--- config.mk ---
export PLATFORM = sky130hd
export DESIGN_NAME = alu_seq
export DESIGN_NICKNAME = d
export VERILOG_FILES = /design/src/rtl/alu_seq.sv
export SDC_FILE = /design/constraint.sdc
export NUM_CORES = 1
export LEC_CHECK = 0
export BUFFER_PORTS_ARGS = -buffer_cell sky130_fd_sc_hd__clkbuf_2
export CAP_MARGIN = 40
export CORE_MARGIN = 3
export CORE_UTILIZATION = 30
export DETAILED_ROUTE_END_ITERATION = 10
export GPL_TIMING_DRIVEN = 0
export PLACE_DENSITY_LB_ADDON = 0.05
export SYNTH_ARGS = -nofsm -noshare
export SYNTH_HDL_FRONTEND = slang
export SYNTH_SLANG_ARGS = --single-unit
--- constraint.sdc ---
create_clock -name clk_i -period 4.2 [get_ports clk_i]
set_input_delay 0 -clock clk_i [delete_from_list [all_inputs] [get_ports clk_i]]
set_output_delay 0 -clock clk_i [all_outputs]
set_load 0.02 [all_outputs]
--- src/rtl/alu_seq.sv ---
// alu_seq: registered multi-cycle ALU with a valid/busy handshake.
// Single-cycle logic/arith/compare ops and an iterative shift-add multiplier.
// Define ALU_SEQ_DIV_EN to build the iterative restoring unsigned divider
// (DIVU/REMU); without it those codes behave as unknown ops.
module alu_seq #(
    parameter int DATA_W = 32,
    parameter int CTRL_W = 4
) (
    input  logic              clk_i,
    input  logic              rst_i,
    input  logic              start_i,
    input  logic [DATA_W-1:0] src1_i,
    input  logic [DATA_W-1:0] src2_i,
    input  logic [CTRL_W-1:0] ctrl_i,
    output logic              busy_o,
    output logic              done_o,
    output logic [DATA_W-1:0] result_o,
    output logic              zero_o,
    output logic              ovf_o
);

    localparam int CNT_W = (DATA_W > 2) ? $clog2(DATA_W) : 1;
    localparam logic [CNT_W-1:0] CNT_MAX = CNT_W'(DATA_W - 1);

    localparam logic [CTRL_W-1:0] OP_AND  = CTRL_W'(4'b0000);
    localparam logic [CTRL_W-1:0] OP_OR   = CTRL_W'(4'b0001);
    localparam logic [CTRL_W-1:0] OP_ADD  = CTRL_W'(4'b0010);
    localparam logic [CTRL_W-1:0] OP_MUL  = CTRL_W'(4'b0011);
    localparam logic [CTRL_W-1:0] OP_SUB  = CTRL_W'(4'b0110);
    localparam logic [CTRL_W-1:0] OP_SLT  = CTRL_W'(4'b0111);
    localparam logic [CTRL_W-1:0] OP_SLTU = CTRL_W'(4'b1000);
    localparam logic [CTRL_W-1:0] OP_NOR  = CTRL_W'(4'b1100);
    localparam logic [CTRL_W-1:0] OP_NAND = CTRL_W'(4'b1101);
`ifdef ALU_SEQ_DIV_EN
    localparam logic [CTRL_W-1:0] OP_DIVU = CTRL_W'(4'b0100);
    localparam logic [CTRL_W-1:0] OP_REMU = CTRL_W'(4'b0101);
`endif

    typedef enum logic [1:0] {
        S_IDLE = 2'd0,
        S_MUL  = 2'd1,
`ifdef ALU_SEQ_DIV_EN
        S_DIV  = 2'd2,
`endif
        S_DONE = 2'd3
    } state_t;

    state_t            state_q, state_d;
    logic [DATA_W-1:0] res_q, res_d;
    logic              zero_q, zero_d;
    logic              ovf_q, ovf_d;
    logic [CNT_W-1:0]  cnt_q, cnt_d;
    logic [DATA_W-1:0] mcand_q, mcand_d;
    logic [DATA_W-1:0] mplier_q, mplier_d;
    logic [DATA_W-1:0] acc_q, acc_d;
    logic [DATA_W-1:0] acc_nxt;
`ifdef ALU_SEQ_DIV_EN
    logic [DATA_W-1:0] dvsr_q, dvsr_d;
    logic [DATA_W-1:0] quo_q, quo_d;
    logic [DATA_W-1:0] rem_q, rem_d;
    logic              is_rem_q, is_rem_d;
    logic [DATA_W:0]   rem_sh, rem_diff;
    logic [DATA_W-1:0] rem_nxt, quo_nxt;
`endif

    logic [DATA_W-1:0] sc_res, add_r, sub_r;
    logic              sc_ovf, accept;

    // Single-cycle datapath, evaluated straight from the ports on the accepting edge
    always_comb begin
        add_r  = src1_i + src2_i;
        sub_r  = src1_i - src2_i;
        sc_res = '0;
        sc_ovf = 1'b0;
        case (ctrl_i)
            OP_AND:  sc_res = src1_i & src2_i;
            OP_OR:   sc_res = src1_i | src2_i;
            OP_ADD: begin
                sc_res = add_r;
                sc_ovf = (src1_i[DATA_W-1] == src2_i[DATA_W-1]) &&
                         (add_r[DATA_W-1] != src1_i[DATA_W-1]);
            end
            OP_SUB: begin
                sc_res = sub_r;
                sc_ovf = (src1_i[DATA_W-1] != src2_i[DATA_W-1]) &&
                         (sub_r[DATA_W-1] != src1_i[DATA_W-1]);
            end
            OP_NOR:  sc_res = ~(src1_i | src2_i);
            OP_NAND: sc_res = ~(src1_i & src2_i);
            OP_SLT:  sc_res = {{(DATA_W-1){1'b0}}, $signed(src1_i) < $signed(src2_i)};
            OP_SLTU: sc_res = {{(DATA_W-1){1'b0}}, src1_i < src2_i};
            default: sc_res = '0;
        endcase
    end

    // FSM next state, iteration step and result/flag update
    always_comb begin
        state_d  = state_q;
        res_d    = res_q;
        zero_d   = zero_q;
        ovf_d    = ovf_q;
        cnt_d    = cnt_q;
        mcand_d  = mcand_q;
        mplier_d = mplier_q;
        acc_d    = acc_q;
        acc_nxt  = acc_q + (mplier_q[0] ? mcand_q : '0);
`ifdef ALU_SEQ_DIV_EN
        dvsr_d   = dvsr_q;
        quo_d    = quo_q;
        rem_d    = rem_q;
        is_rem_d = is_rem_q;
        // Restoring step: shift next dividend bit into the partial remainder
        rem_sh   = {rem_q, quo_q[DATA_W-1]};
        rem_diff = rem_sh - {1'b0, dvsr_q};
        rem_nxt  = rem_diff[DATA_W] ? rem_sh[DATA_W-1:0] : rem_diff[DATA_W-1:0];
        quo_nxt  = {quo_q[DATA_W-2:0], ~rem_diff[DATA_W]};
`endif
        // DONE accepts a new request just like IDLE, giving bubble-free issue
        accept   = start_i && (state_q == S_IDLE || state_q == S_DONE);

        case (state_q)
            S_MUL: begin
                acc_d    = acc_nxt;
                mcand_d  = mcand_q << 1;
                mplier_d = mplier_q >> 1;
                cnt_d    = cnt_q - 1'b1;
                if (cnt_q == '0) begin
                    state_d = S_DONE;
                    res_d   = acc_nxt;
                    zero_d  = (acc_nxt == '0);
                    ovf_d   = 1'b0;
                end
            end
`ifdef ALU_SEQ_DIV_EN
            S_DIV: begin
                rem_d = rem_nxt;
                quo_d = quo_nxt;
                cnt_d = cnt_q - 1'b1;
                if (cnt_q == '0) begin
                    state_d = S_DONE;
                    res_d   = is_rem_q ? rem_nxt : quo_nxt;
                    zero_d  = ((is_rem_q ? rem_nxt : quo_nxt) == '0);
                    ovf_d   = 1'b0;
                end
            end
`endif
            default: begin
                state_d = S_IDLE;
                if (accept) begin
                    if (ctrl_i == OP_MUL) begin
                        state_d  = S_MUL;
                        mcand_d  = src1_i;
                        mplier_d = src2_i;
                        acc_d    = '0;
                        cnt_d    = CNT_MAX;
`ifdef ALU_SEQ_DIV_EN
                    end else if (ctrl_i == OP_DIVU || ctrl_i == OP_REMU) begin
                        state_d  = S_DIV;
                        dvsr_d   = src2_i;
                        quo_d    = src1_i;
                        rem_d    = '0;
                        is_rem_d = (ctrl_i == OP_REMU);
                        cnt_d    = CNT_MAX;
`endif
                    end else begin
                        state_d = S_DONE;
                        res_d   = sc_res;
                        zero_d  = (sc_res == '0);
                        ovf_d   = sc_ovf;
                    end
                end
            end
        endcase
    end

    // State and working registers; reset aborts any operation in flight
    always_ff @(posedge clk_i or negedge rst_i) begin
        if (!rst_i) begin
            state_q  <= S_IDLE;
            res_q    <= '0;
            zero_q   <= 1'b1;
            ovf_q    <= 1'b0;
            cnt_q    <= '0;
            mcand_q  <= '0;
            mplier_q <= '0;
            acc_q    <= '0;
`ifdef ALU_SEQ_DIV_EN
            dvsr_q   <= '0;
            quo_q    <= '0;
            rem_q    <= '0;
            is_rem_q <= 1'b0;
`endif
        end else begin
            state_q  <= state_d;
            res_q    <= res_d;
            zero_q   <= zero_d;
            ovf_q    <= ovf_d;
            cnt_q    <= cnt_d;
            mcand_q  <= mcand_d;
            mplier_q <= mplier_d;
            acc_q    <= acc_d;
`ifdef ALU_SEQ_DIV_EN
            dvsr_q   <= dvsr_d;
            quo_q    <= quo_d;
            rem_q    <= rem_d;
            is_rem_q <= is_rem_d;
`endif
        end
    end

    assign busy_o   = (state_q == S_MUL)
`ifdef ALU_SEQ_DIV_EN
                    || (state_q == S_DIV)
`endif
                    ;
    assign done_o   = (state_q == S_DONE);
    assign result_o = res_q;
    assign zero_o   = zero_q;
    assign ovf_o    = ovf_q;

endmodule

After elaboration in Yosys (flattened, before gate mapping)
Index checks and enable logic that the tools add are counted.
{ "totals": {"input_bits": 71, "word_cells": 78, "reg_bits": 137, "out_inout_bits": 36} }
{ "op_classes": {"addsub": 4, "magnitude_cmp": 2, "n_reduce_logical": 13, "mux": 31, "eq_ne": 16, "bitwise_logic": 4} }
{ "ops": {"columns": ["operator", "n"], "rows": [
  ["$mux W32", 14],
  ["$pmux W32 S8", 1],
  ["$add A32 B32 Y32", 2],
  ["$logic_not A32 Y1", 2],
  ["$lt A32 B32 Y1", 2],
  ["$not A32 Y32", 2],
  ["$and A32 B32 Y32", 1],
  ["$or A32 B32 Y32", 1],
  ["$sub A32 B32 Y32", 1],
  ["$mux W5", 3],
  ["$eq A4 B4 Y1 const B", 3],
  ["$eq A4 B2 Y1 const B", 2],
  ["$eq A4 B3 Y1 const B", 2],
  ["$mux W1", 8],
  ["$mux W2", 4],
  ["$logic_not A5 Y1", 1],
  ["$sub A5 B1 Y5 const B", 1],
  ["$eq A4 B1 Y1 const B", 1],
  ["$logic_not A4 Y1", 1],
  ["$reduce_bool A2 Y1", 2],
  ["$logic_and A1 B1 Y1", 3],
  ["$ne A1 B1 Y1", 3],
  ["$reduce_and A3 Y1", 1],
  ["$eq A2 B1 Y1 const B", 1],
  ["8 further kinds", 8]
]} }

Logic depth before layout (Yosys ltp)
Gate-level depths: netlist of the first run.
{ "depth": {"word_depth": 7, "ltp_mapped": 15, "depth_no_buf": 14} }

Worst setup path after synthesis of the first run
Ideal clock, no wire load.
{ "synth_timing": {"kind": "register to register", "start": "register mplier_q[0]", "end": "register zero_q (netlist: zero_o)", "path_buffers": 0, "setup_time_ns": 0.075, "path_slack_ns": 0.773, "period_less_slack_ns": 3.427, "t_arrival_ns": 3.352, "path_stages_with_launch": 14, "required_ns": 4.125, "path_cell_list": "dfrtp_1 and2_1 ha_1 fa_1 a211oi_1 o211ai_1 and3b_1 o31ai_2 o31a_1 xnor2_1 or4_1 nor4b_1 nand3_1 o211ai_2"} }
{ "synth_between": {"elab_chain_len": 5} }
{ "synth_rtl": {"columns": ["item", "line", "source"], "rows": [
  ["start: declaration", "54", "logic [DATA_W-1:0] mplier_q, mplier_d;"],
  ["start signal: assignment", "200", "mplier_q <= mplier_d;"],
  ["$mux W32", "106", "acc_nxt = acc_q + (mplier_q[0] ? mcand_q : '0);"],
  ["$add A32 B32 Y32", "106", null],
  ["$logic_not A32 Y1", "130", "zero_d = (acc_nxt == '0);"],
  ["$mux W1", "127", "if (cnt_q == '0) begin"],
  ["$mux W1", "121", "case (state_q)"],
  ["end signal: assignment", "196", "zero_q <= zero_d;"],
  ["end: declaration", "50", "logic zero_q, zero_d;"]
]} }
Every way passes these cells. The select of a mux whose other input is x is not followed.
A chain may end at the register's enable or synchronous reset.

Worst setup path after layout of the first run
Ends and elaborated chain as after synthesis.

==> summary.md, run 1 <==
| Metric | Value |
|---|---|
| Remaining Overflow, GRT | 0 |
| Worst slack at placement | -0.391 ns |
| I/O pins | 107 |
| Global-route layer with the greatest usage | met2 |
| Worst Tran Pin Value | 0.982 ns |
| CTS H-tree depth | 4 |
| Post-synth EDFFs | 0 |
| Clk root buf | clkbuf_16 |
| Endpoints failing setup | 0 |
| Fraction of post-synthesis cell area in the top cell type by area | between 20% and 30% |
| Seq/Total Area, Yosys | 23.9% |
| Most frequent cells in the layout | 217 x nand2_1, 147 x o21ai_0, 143 x ha_1, 136 x a21oi_1, 135 x dfrtp_1 |
| NumNets Final | 2,246 |
| Avg Vias per Cell | 5.80 |
| CP startpoint kind | register |
| Layout cells sized above 1 | 11.9% |
| Pleak | 7.77 nW |
| Max Cap Violations | 0 |
| Switching part of the total | 48.4% |
| Fin. max-slew vios | 0 |
| CP Cell Sequence | and2_1 > ha_1 > fa_1 > a211oi_2 > o211ai_1 > and3b_1 > nand2b_1 > xor2_1 > or3_1 > nor4_2 > nand4_1 > nor4b_2 > nand3_1 > o211ai_2 |
| Crit Path Max Fanout | 6 |
| Largest net degree at the start of global routing | 78 |
| Core area | 46,900 um^2 |
| Placed insts | 2,551 |
| Worst Setup End Kind | register |
| GR Layer Usage met2 | about two fifths |
| Max-slew headroom | 34.5% |
| Final hold vios | 0 |
| Number of port buffers | 106 |
| GRT Resource Usage Total | 27.3% |
| Slowest-stage cell, CP | dfrtp_2 |
| Min Tclk post-route | 4.02 ns |
| Fmax | approximately 0.25 GHz |
| Synth area leader | dfrtp_1 |
| Met3 Use GR | 3.81% |
| Die area | 50,400 um^2 |
| Pwr Density | 463 nW/um^2 |
| Initial antenna violation count | 0 |
| Sequential share of power | 28.5% |
| GP Congestion | roughly 0.92 |
| Clk slew on worst S/H paths | 0.06 ns |
| Clock power frac | a little under a fifth |
| Worst Hold Class | in -> async |
| CTS Buf Count | 17 |
| Req. time, crit path | 4.60 ns |
| Diode count | 0 |
| GR Layer Usage met1 | 39.3% |
| Synth warn | 0 |
| Comb pwr share | 52.2% |
| Asr flop ratio synth | 100% |
| Total Wirelength | 69.3 mm |
| Setup Buffers After CTS | 0 |
| Worst-skew pair later-pin latency | about 0.48 ns |
| Number of global-route vias before repair | 14,800 |
| Drc violations | 0 |
| Layout area overhead | 19.4% |
| CTS tree | built |
| Initial core utilization | 30.6% |
| CP max stage delay | 0.48 ns |
| Cells after Synth | 1,824 |
| CTS max path bufs | 2 |
| Setup CP Type | reg -> reg |
| Internal | 4.08 mW |
| Drt pass-1 iters | 6 |
| Hpwl dp | 55.0 mm |
| Commonest non-fill, non-tap cell in the layout | nand2_1 |
| Initial DRC Count | 1,372 |
| Delay-heaviest family, CP | simple AND/OR/NAND/NOR gates |
| CTS Sinks | 137 |
| Post-Syn Nets | 2,041 |
| Worst vdd ir | roughly 0.3 mV |
| Unrepaired setup endpoints after global routing | true |
| Synthesis-stage register bit count | between 100 and 150 |
| Crit path arrival time | 4.42 ns |
| Cell area after synthesis | 14,300 um^2 |
| Post-synthesis average cell area | 7.85 um^2 |
| First-pass GRT wire length | 101 mm |
| Vias | 15,400 |
| Sw Pwr | 3.83 mW |
| Outcome | completed |
| Buf/Inv on CP | 0 |
| Main area contributors after synthesis | dfrtp_1 24%, ha_1 12%, nand2_1 5.7% |
| Synth cell types | a little over 90 |
| Final cell count without fillers | 2,647 |
| Routed Antenna Nets | 0 |
| Die Width | 224 um |
| # rows | 79 |
| Crit share post-route | 95.7% |
| Post-Route Skew | around 0.011 ns |
| WL/cell | 26.2 um |
| Vert. Die Dim | 224 um |
| Power, Total | 7.91 mW |
| Post-route setup slack | roughly 0.18 ns |
| Post-synth top flop | dfrtp_1 |
## area by class of cell
| cell class | instances | area (um^2) |
|---|---|---|
| buffer | 117 | 499 |
| clock buffer | 20 | 457 |
| clock inverter | 10 | 95.1 |
| fill | 5031 | 29700 |
| inverter | 116 | 435 |
| multi-input combinational | 1454 | 10000 |
| sequential | 137 | 3430 |
| tap | 607 | 759 |
| timing repair buffer | 186 | 1390 |
## cells in the mapped netlist (13+ instances only)
| cell type | count |
|---|---|
| nor4_1 | 13 |
| xnor2_1 | 15 |
| o21a_1 | 21 |
| a221oi_1 | 21 |
| clkbuf_1 | 82 |
| xor2_1 | 16 |
| nor2_1 | 113 |
| nand2_1 | 217 |
| mux2i_1 | 74 |
| inv_1 | 116 |
| a221o_1 | 23 |
| o221ai_1 | 22 |
| a21o_1 | 28 |
| and2_1 | 43 |
| dfrtp_1 | 136 |
| a21oi_1 | 137 |
| o221a_2 | 15 |
| a31oi_1 | 14 |
| o21ai_0 | 148 |
| nand4_1 | 20 |
| ha_1 | 143 |
| buf_2 | 22 |
| nor3_1 | 52 |
| nand3_1 | 39 |
| o211ai_1 | 27 |
| a211oi_1 | 16 |
| o22ai_1 | 13 |
## state kept, by name, indices dropped and copies added (netlist names)
| signal | count |
|---|---|
| mplier_q | 32 |
| result_o | 32 |
| cnt_q | 5 |
| state_q | 2 |
| ovf_o | 1 |
| mcand_q | 32 |
| zero_o | 1 |
| acc_q | 32 |
## per-layer routing
layer / vias to the layer above / part of all wire, %
met5: - / 0
met1: 7574 / 48
met4: 0 / 3.3
li1: 7111 / -
met2: 568 / 44
met3: 102 / 5.5
## final timing paths
path	from	to	slack, ns	depth (start not counted)
max	mplier_q[0]$_DFFE_PN0P_	zero_o$_DFFE_PN1P_	0.18	14
min	rst_i	cnt_q[0]$_DFFE_PN0P_	0.06	2
max reg2reg	mplier_q[0]$_DFFE_PN0P_	zero_o$_DFFE_PN1P_	0.18	14
min reg2reg	result_o[22]$_DFFE_PN0P_	result_o[22]$_DFFE_PN0P_	0.48	2
max in group asynchronous	rst_i	zero_o$_DFFE_PN1P_	3.29	3
min in group clk_i	ctrl_i[0]	state_q[1]$_DFFE_PN0P_	0.36	5
## logic make-up after synthesis
group                      after synthesis  synth area share, %
AOI/OAI and AO/OA                      614                 29.5
xor gates and xnor gates                31                 1.90
adders and majority gates              146                 12.9
buffers and inverters                  233                 6.51
DFF                                    137                 23.9
muxes                                   79                 5.57
and+or+nand+nor                        584                 19.7
## through the flow
| step | hold WS (ns) | TNS (ns) | utilization, % | area [um^2] |
|---|---|---|---|---|
| detailed placement | 0.0267 | -0.391 | 33.7 | 15800 |
| floorplan | -0.296 | 0 | - | 14300 |
| global placement | 0.309 | -0.646 | 33.3 | 15600 |
| finish | 0.0601 | 0 | 36.5 | 17100 |
| CTS | 0.0739 | 0 | 36.4 | 17000 |
| global route | 0.105 | -0.0240 | 36.5 | 17100 |
## power by group through the flow
stage / clock [mW] / sequential, mW / combinational [mW]
floorplan: 0 / 2.33 / 2.31
global placement: 0 / 2.26 / 3.92
detailed placement: 0 / 2.27 / 4.02
CTS: 1.57 / 2.26 / 4.10
global route: 1.62 / 2.33 / 4.52
finish: 1.52 / 2.26 / 4.13
## what timing repair did
action,in CTS,in global routing
hold buffers,66,0
pin swaps,1,2
gates resized for setup,7,14
endpoints found under the hold margin,128,0
endpoints found under the setup margin,1,2
Note: power is estimated with default switching activity, not from simulation.
==> inputs of run 2 (changes only) <==
Settings changed: PLACE_DENSITY set to 0.44, PLACE_DENSITY_LB_ADDON 0.05 to unset.
==> summary.md, run 2 (synthesized netlist as in run 1, its figures left out) <==
| Metric | Value |
|---|---|
| Outcome | completed |
| Drt pass-1 iters | 8 |
| CTS Buf Count | 17 |
| CP Cell Sequence | dlygate4sd3_1 > clkbuf_2 > inv_1 > ha_1 > buf_2 > inv_1 > a21oi_1 > o31ai_1 > nor3b_4 > a2111oi_0 > o211ai_1 > a32oi_1 > o211ai_1 > nor4_2 > nand4_1 > o211ai_2 |
| Core area | roughly 47,000 um^2 |
| FF+latch area | 3430 um^2 |
| # rows | 79 |
| Final hold vios | 0 |
| CTS max path bufs | 2 |
| Max Cap Violations | 0 |
| Pleak | ~7.8 nW |
| Worst slack at placement | -0.456 ns |
| Vias | around 15,000 |
| Avg Vias per Cell | a little under 6 |
| Layout area overhead | 20.0% |
| CP startpoint kind | input port |
| Final setup TNS | 0 ns |
| Crit path arrival time | 4.49 ns |
| Clk slew on worst S/H paths | 0.07 ns |
| First-pass GRT wire length | between 90 and 100 mm |
| Diode count | 0 |
| CP max stage delay | ~0.6 ns |
| Setup Buffers After CTS | 0 |
| I/O pins | 107 |
| Fin. max-slew vios | 0 |
| Clk root buf | clkbuf_16 |
| Number of port buffers | 106 |
| Worst Tran Pin Value | ~0.95 ns |
| Final cell count without fillers | roughly 2,700 |
| Hpwl dp | 53.4 mm |
| Most frequent cells in the layout | 217 x nand2_1, 146 x o21ai_0, 143 x ha_1, 135 x a21oi_1, 135 x dfrtp_1 |
| Initial antenna violation count | 2 |
| Layout cells sized above 1 | 12.0% |
| Largest net degree at the start of global routing | 82 |
| Number of global-route vias before repair | 14,900 |
| Unrepaired setup endpoints after global routing | false |
| Reg-to-reg endpoint | zero_o$_DFFE_PN1P_ |
| NumNets Final | 2,247 |
| Crit share post-route | 96.8% |
| GP Congestion | 0.931 |
| Initial core utilization | 30.6% |
| Core Util, Final | between 30 and 40% |
| Pwr Density | between 400 and 500 nW/um^2 |
| Final Cell Area | between 15,000 and 20,000 um^2 |
| Fmax | 0.246 GHz |
| Worst vdd ir | approximately 0.28 mV |
| Reg2Reg Setup Slack | roughly 0.18 ns |
| Min Tclk post-route | 4.07 ns |
| R2r startpoint | mplier_q[0]$_DFFE_PN0P_ |
| Remaining Overflow, GRT | 0 |
| Fin Hold WS | about 0.06 ns |
| Post-route setup slack | 0.133 ns |
| Commonest non-fill, non-tap cell in the layout | nand2_1 |
| CTS Sinks | 137 |
| Die area | 50,400 um^2 |
| CTS tree | built |
| Power, Total | 8.05 mW |
| Endpoints failing setup | 0 |
| Worst-skew pair later-pin latency | 0.49 ns |
| GRT Resource Usage Total | 26.8% |
| Placed Area | ~16,000 um^2 |
| Die Width | ~220 um |
| Routed Antenna Nets | 0 |
| Max-slew headroom | a little over a third |
| Final-layout fill cell count | 5,028 |
| Total Wirelength | 68.1 mm |
| Initial DRC Count | ~1,600 |
| Critical Path Source | src1_i[11] |
| Slowest-stage cell, CP | a2111oi_0 |
| Post-Route Skew | 0.0110 ns |
| Worst Setup End Kind | register |
| Placed insts | 2,551 |
| Drc violations | 0 |
| Crit Path Max Fanout | 10 |
| Area of the multi-input gates | 10,100 um^2 |
| Worst Hold Class | in -> async |
| WL/cell | 25.7 um |
| CTS H-tree depth | 4 |
| Worst r2r path cells | 14 |
| Vert. Die Dim | between 200 and 250 um |
| Req. time, crit path | 4.62 ns |
| Setup CP Type | in -> reg |
==> run 2: cell count changes in the layout (fill, tap and decap cells not counted), sizes merged <==
cell / delta
inv: +2
bufinv: +2
clkinvlp: -2
clkbuf: -1
clkdlybuf4s15: +1
buf: +1
==> run 2: report_power, final <==
group          internal, mW  switching [mW]
Combinational          1.36            2.76
Sequential             1.87           0.383
Clock                 0.957           0.716
Total                  4.19            3.86
==> run 2: layout make-up <==
| cell class | count | area share, % |
|---|---|---|
| Clock inverter | 12 | 0.939 |
| Timing Repair Buffer | 187 | 8.15 |
| Sequential cell | 137 | 20.0 |
| Tap cell | 607 | 4.42 |
| Clock buffer | 20 | 2.60 |
| Multi-Input combinational cell | 1454 | 58.5 |
| Inverter | 116 | 2.53 |
| Buffer | 117 | 2.90 |
==> run 2: metal layers <==
metal | routed length [um] | vias up | share of wire (%) | track usage [%]
met5 | 0 | - | 0 | 0
met4 | 2100 | 0 | 3.1 | 9.08
met3 | 4040 | 94 | 5.9 | 3.18
met2 | 29500 | 620 | 43 | 41.0
met1 | 32400 | 7549 | 48 | 39.1
li1 | - | 7127 | - | -
==> run 2: how the worst max path moves through the flow <==
stage | endpoint | slack, ns | cells past startpoint
detailed placement | zero_o$_DFFE_PN1P_ | -0.46 | 14
global route | zero_o$_DFFE_PN1P_ | 0.001 | 14
floorplan | zero_o$_DFFE_PN1P_ | 0.77 | 13
global placement | zero_o$_DFFE_PN1P_ | -0.52 | 14
finish | zero_o$_DFFE_PN1P_ | 0.13 | 16
CTS | zero_o$_DFFE_PN1P_ | 0.004 | 16
==> run 2: timing repair <==
item / in CTS / in global routing
pin swaps: 1 / 4
setup endpoints to repair: 2 / 1
hold endpoints to repair: 145 / 0
resized for setup: 7 / 17
hold buffers: 66 / 0
==> run 2: critical path: cells and delay by family <==
family / cells / cell delay (ns)
buf+inv: 5 / 1.11
compound gates: 7 / 2.29
fa+ha+maj: 1 / 0.34
simple gates: 3 / 0.74
